`config.mk`:
```
export PLATFORM = sky130hd
export DESIGN_NAME = program_sequencer
export DESIGN_NICKNAME = d
export VERILOG_FILES = /design/src/rtl/program_sequencer.sv
export SDC_FILE = /design/constraint.sdc
export NUM_CORES = 1
export LEC_CHECK = 0
export CAP_MARGIN = 20
export CORE_MARGIN = 3
export CORE_UTILIZATION = 44
export DETAILED_ROUTE_END_ITERATION = 16
export GPL_ROUTABILITY_DRIVEN = 0
export PLACE_DENSITY = 0.85
export SLEW_MARGIN = 0
export SYNTH_ARGS = -nofsm -noshare
export SYNTH_HDL_FRONTEND = slang
export SYNTH_SLANG_ARGS = --single-unit
```
`constraint.sdc`:
```
create_clock -name clock -period 3.6 [get_ports clock]
set_input_delay 0.36 -clock clock [delete_from_list [all_inputs] [get_ports clock]]
set_output_delay 0.36 -clock clock [all_outputs]
set_load 0.005 [all_outputs]
```
`src/rtl/program_sequencer.sv`:
```
// Steps the instruction ROM from first_addr to last_addr, wrapping past 15.
// Each word is fetched, issued to the ALU, timed by a down-counter and then written back.
module program_sequencer #(
  parameter int          AW        = 4,
  parameter int          WW        = 80,
  parameter logic [15:0] LEGAL_OPS = 16'b0000_0111_0101_1111
) (
  input  logic          clock,
  input  logic          reset,
  input  logic          run,
  input  logic          abort,
  input  logic [AW-1:0] first_addr,
  input  logic [AW-1:0] last_addr,
  output logic [AW-1:0] rom_addr,
  input  logic [WW-1:0] rom_word,
  output logic          alu_start,
  output logic [3:0]    alu_opr,
  output logic [63:0]   alu_const,
  output logic          ld_a,
  output logic          ld_b,
  output logic          sel_cnst_a,
  output logic          sel_cnst_b,
  output logic          wr_en,
  output logic [1:0]    wr_addr,
  output logic          busy,
  output logic          done,
  output logic          illegal,
  output logic [AW-1:0] pc
);

  // state   | meaning
  // IDLE    | waiting for run; output registers hold their last values
  // FETCH   | rom_addr = pc, word fields latched at the edge
  // ISSUE   | alu_start pulse for a legal opcode, skip for an illegal one
  // WAIT    | cycle budget counts down to 1
  // WRITE   | register-file write strobe, then next pc or DONE
  // DONE    | one-cycle completion pulse
  typedef enum logic [2:0] {
    S_IDLE, S_FETCH, S_ISSUE, S_WAIT, S_WRITE, S_DONE
  } state_t;

  state_t        state, state_nxt;
  logic [AW-1:0] last_q;
  logic [5:0]    cnt;
  logic          skip;
  logic          legal;

  logic [5:0] word_maxclk;
  assign word_maxclk = rom_word[11:6];

  assign legal    = LEGAL_OPS[alu_opr];
  assign rom_addr = pc;
  assign busy     = (state != S_IDLE);

  always_comb begin
    state_nxt = state;
    alu_start = 1'b0;
    wr_en     = 1'b0;
    done      = 1'b0;
    case (state)
      S_IDLE:  if (run) state_nxt = S_FETCH;
      S_FETCH: state_nxt = S_ISSUE;
      S_ISSUE: begin
        if (legal) begin
          alu_start = 1'b1;
          state_nxt = S_WAIT;
        end else begin
          state_nxt = S_WRITE;
        end
      end
      S_WAIT:  if (cnt == 6'd1) state_nxt = S_WRITE;
      S_WRITE: begin
        wr_en     = ~skip;
        state_nxt = (pc == last_q) ? S_DONE : S_FETCH;
      end
      S_DONE: begin
        done      = 1'b1;
        state_nxt = S_IDLE;
      end
      default: state_nxt = S_IDLE;
    endcase
    // abort outranks everything, including a run arriving in IDLE
    if (abort) state_nxt = S_IDLE;
  end

  always_ff @(posedge clock) begin
    if (reset) begin
      state      <= S_IDLE;
      pc         <= '0;
      last_q     <= '0;
      cnt        <= '0;
      skip       <= 1'b0;
      illegal    <= 1'b0;
      alu_opr    <= '0;
      alu_const  <= '0;
      wr_addr    <= '0;
      ld_a       <= 1'b0;
      ld_b       <= 1'b0;
      sel_cnst_a <= 1'b0;
      sel_cnst_b <= 1'b0;
    end else begin
      state <= state_nxt;
      case (state)
        S_IDLE: begin
          if (run && !abort) begin
            pc      <= first_addr;
            last_q  <= last_addr;
            illegal <= 1'b0;
          end
        end
        S_FETCH: begin
          alu_const  <= rom_word[WW-1:16];
          alu_opr    <= rom_word[15:12];
          wr_addr    <= rom_word[5:4];
          ld_a       <= rom_word[3];
          ld_b       <= rom_word[2];
          sel_cnst_a <= rom_word[1];
          sel_cnst_b <= rom_word[0];
          cnt        <= (word_maxclk == 6'd0) ? 6'd1 : word_maxclk;
        end
        S_ISSUE: begin
          skip <= ~legal;
          if (!legal && !abort) illegal <= 1'b1;
        end
        S_WAIT: cnt <= cnt - 6'd1;
        S_WRITE: begin
          if (!abort && pc != last_q) pc <= pc + AW'(1);
        end
        default: ;
      endcase
    end
  end

endmodule

```
==> results by group <==
Run
  – Max-cap violations: 0

CTS
  – Hold Buf Count CTS: 0
  – H-tree depth: 3
  – Root Buffer: clkbuf_8
  – Clock latency on the worst-skew pair: between 300 and 400 ps
  – Gates resized, CTS repair: 0
  – Clk buf depth: 2
  – Clock Sinks: 94
  – CTS tree: built
  – Postcts setup bufs: 0
  – CTS buffer count: 9
  – Clock-pin slew on the worst setup and hold paths: 90 ps

Cells and area
  – Finished Layout Cells: 735
  – Seq. cell area: 0.00188 sq mm
  – Layout Utilization: 69.4%
  – Area growth syn-to-layout: 51.6%
  – Fill cells: 670
  – Multi-input gate area: around 0.0017 sq mm
  – Net count, final: 721
  – Layout cell share with drive strength beyond 1: between 4 and 5%
  – ANT cells: 0

Floorplan
  – Die ar.: 0.00978 sq mm
  – IO Pins: between 150 and 200
  – Initial Util: a little under half
  – Core footprint: between 0.008 and 0.009 sq mm
  – Site Rows: 33
  – Die height: between 90 and 100 um
  – Chip width: around 99 um

Synth
  – Most common cell in the netlist: nand2_1
  – Synth Area in XOR/XNOR: 0.923%
  – Adder-cell share of the synthesized area: less than 1%
  – Area contributors post-synth: dfxtp_1 50%, nand2_1 15%, a21oi_1 11%, mux2i_1 2.6%, clkbuf_1 2.1%
  – Sequential share of the synthesized area: between 40% and 50%
  – Fraction of synthesized area in multiplexers: under 10%
  – Post-synth top flop: dfxtp_1
  – #FFs+latches synth: 94
  – Cells after Synth: approximately 470
  – Yosys Warn Count: 0
  – Syn Area/Cell: around 8.1 sq um
  – Netlist cell types: 47
  – Post-synthesis simple-gate area fraction: around a quarter
  – Largest area contributor in the synthesized netlist: dfxtp_1
  – Synthesized net count: approximately 560
  – Top cell type's share of synthesized area: a little under 50%
  – Ys async rst share: 0%
  – Main combinational cell family by area after synthesis: simple AND/OR/NAND/NOR gates
  – Number of synthesized flops with an enable pin: 0
  – Synthesized area: 0.00380 sq mm
  – List of most frequent post-synthesis cells: 151 x nand2_1, 94 x dfxtp_1, 80 x a21oi_1
  – Compound-Gate Fraction of Synth Area: between 10% and 20%

Routing
  – Residual DRC: 0
  – Top Layer Used: met4
  – Final WL: between 10000 and 15000 um
  – Met2 WL: 5450 um
  – Wirelength per Cell: 14.5 um
  – Drt first pass iters: 7
  – WL met1: around 4200 um
  – Initial DRC Count: 302
  – Vias per cell: between 5 and 6
  – Via Count: 3742
  – WL met3: around 890 um
  – Routed Antenna Nets: 0

Power
  – Int Power: between 1.5 and 2 mW
  – PwrDens: between 300 and 400 mW/mm^2
  – Flop pwr share: 55.1%
  – Leakage: just over 2 nW
  – Clock power frac: around 29%
  – Sw Ratio: between 20% and 30%
  – Maximum vdd drop: around 230 uV
  – Switching Power: 0.498 mW
  – Combinational power share: 15.9%

STA
  – Clk_skew: 7.24 ps
  – RSZ-0062 raised after global routing: false
  – Final period demand of the worst path: between 2000 and 3000 ps
  – WHS: around 460 ps
  – Setup violators final: 0
  – Relative max-transition margin: 40.0%
  – Peak Freq: approximately 380 MHz
  – Setup TNS: 0 ps
  – Final Cycle Share: between 70% and 80%
  – Fin. max-slew vios: 0
  – Least-Margin Pin Slew: 899 ps
  – Final hold vios: 0

Worst setup path
  – Req. time, crit path: around 3200 ps
  – Reg-to-Reg End: pc[2]
  – Critical R2R Launch: state[2]
  – Critical path startpoint category: register
  – Worst-path fanout max: 21
  – Critical path endpoint category: output port
  – CP arrival: ~2300 ps
  – Worst R2R Setup Slack: 1320 ps
  – Crit path kind: register to output port
  – Setup crit start: state[2]
  – R2r worst-path depth: 4

GRT
  – Congestion Overflow GR: 0
  – First-pass GRT wire length: roughly 17000 um
  – Largest net degree at the start of global routing: between 60 and 70
  – GRT Overall Usage: a little over a fifth
  – Vias in the first global route: 3623
  – Initial antenna violation count: 0

Worst hold path
  – Hold EP: alu_const[28]
  – Min-delay src: alu_const[28]
  – Hold WC Path Type: register to register
  – Worst hold stages: 2

Placement
  – Port bufs: ~180
  – Placed cells: 719
  – Detailed placer's ending HPWL: 7700 um

Status
  – Status: finished, final reports clean
-- cell families after synthesis --
| logic type | after synthesis |
|---|---|
| mux | 10 |
| xor+xnor | 4 |
| simple gates | 204 |
| fa+ha+maj | 3 |
| compound gates | 110 |
| buf+inv | 43 |
| flops | 94 |
-- flip-flops by register name, indices dropped and copies added (netlist names), 2 cells and up --
| register | count |
|---|---|
| alu_const | 64 |
| alu_opr | 4 |
| pc | 4 |
| wr_addr | 2 |
| last_q | 4 |
| cnt | 6 |
| state | 3 |
-- metrics by stage --
| stage | setup WS [ps] | power (mW) | instance area [sq um] |
|---|---|---|---|
| final | 945 | 2.01 | 5760 |
| after global routing | 770 | 2.11 | 5760 |
| after CTS | 940 | 2.04 | 5730 |
| after detailed placement | 1330 | 1.45 | 5580 |
| after global placement | 1390 | 1.44 | 5580 |
| after floorplan | 1990 | 1.25 | 3800 |
-- worst max path at each step --
stage / end / slack, ps / depth (start not counted)
floorplan: pc[0] / 1990 / 5
detailed placement: pc[2] / 1330 / 5
CTS: wr_en / 940 / 3
global placement: wr_en / 1390 / 3
global route: wr_en / 770 / 3
finish: wr_en / 950 / 3
-- critical path: stages (launching register included) --
cell,delay [ps]
dfxtp_1,760
nor3b_4,490
nor2b_1,190
clkdlybuf4s50_1,510
-- per-layer routing --
metal	track usage, %	up-vias
met3	7.08	8
met5	0	-
met1	24.9	1718
met2	36.6	133
li1	-	1883
met4	6.72	0
-- layout make-up --
class | count | share of cell area [%]
inverter | 6 | 0.391
multi-input combinational | 331 | 30.0
clock buffer | 10 | 2.22
clock inverter | 5 | 0.478
tap | 105 | 2.28
sequential | 94 | 32.7
timing repair buffer | 184 | 32.0
-- power by group through the flow --
| stage | logic (mW) | clock network, mW | registers (mW) |
|---|---|---|---|
| 6_report | 0.321 | 0.585 | 1.11 |
| 4_1_cts | 0.319 | 0.607 | 1.11 |
| 3_3_place_gp | 0.311 | 0 | 1.13 |
| 5_1_grt | 0.351 | 0.645 | 1.12 |
| 3_5_place_dp | 0.317 | 0 | 1.13 |
| 2_1_floorplan | 0.124 | 0 | 1.13 |
-- layout by cell type, fill, tap and decap left out, drive strengths merged, types with 2 or more instances in the layout --
cell type	instances
clkdlybuf4s50	177
nand2	151
dfxtp	94
a21oi	80
nor2	15
mux2i	10
clkbuf	10
buf	7
inv	6
nor2b	6
nand3	6
nor3	5
a2111oi	4
xor2	4
clkinv	4
o21ai	4
a211oi	3
a31oi	3
ha	3
nor4	3
or4	3
and3	2
nor3b	2
nand2b	2
a222oi	2
o31ai	2
and4b	2
and2	2
a311o	2
a21boi	2
or3	2
or3b	2
Power figures use the tool's default switching activity.
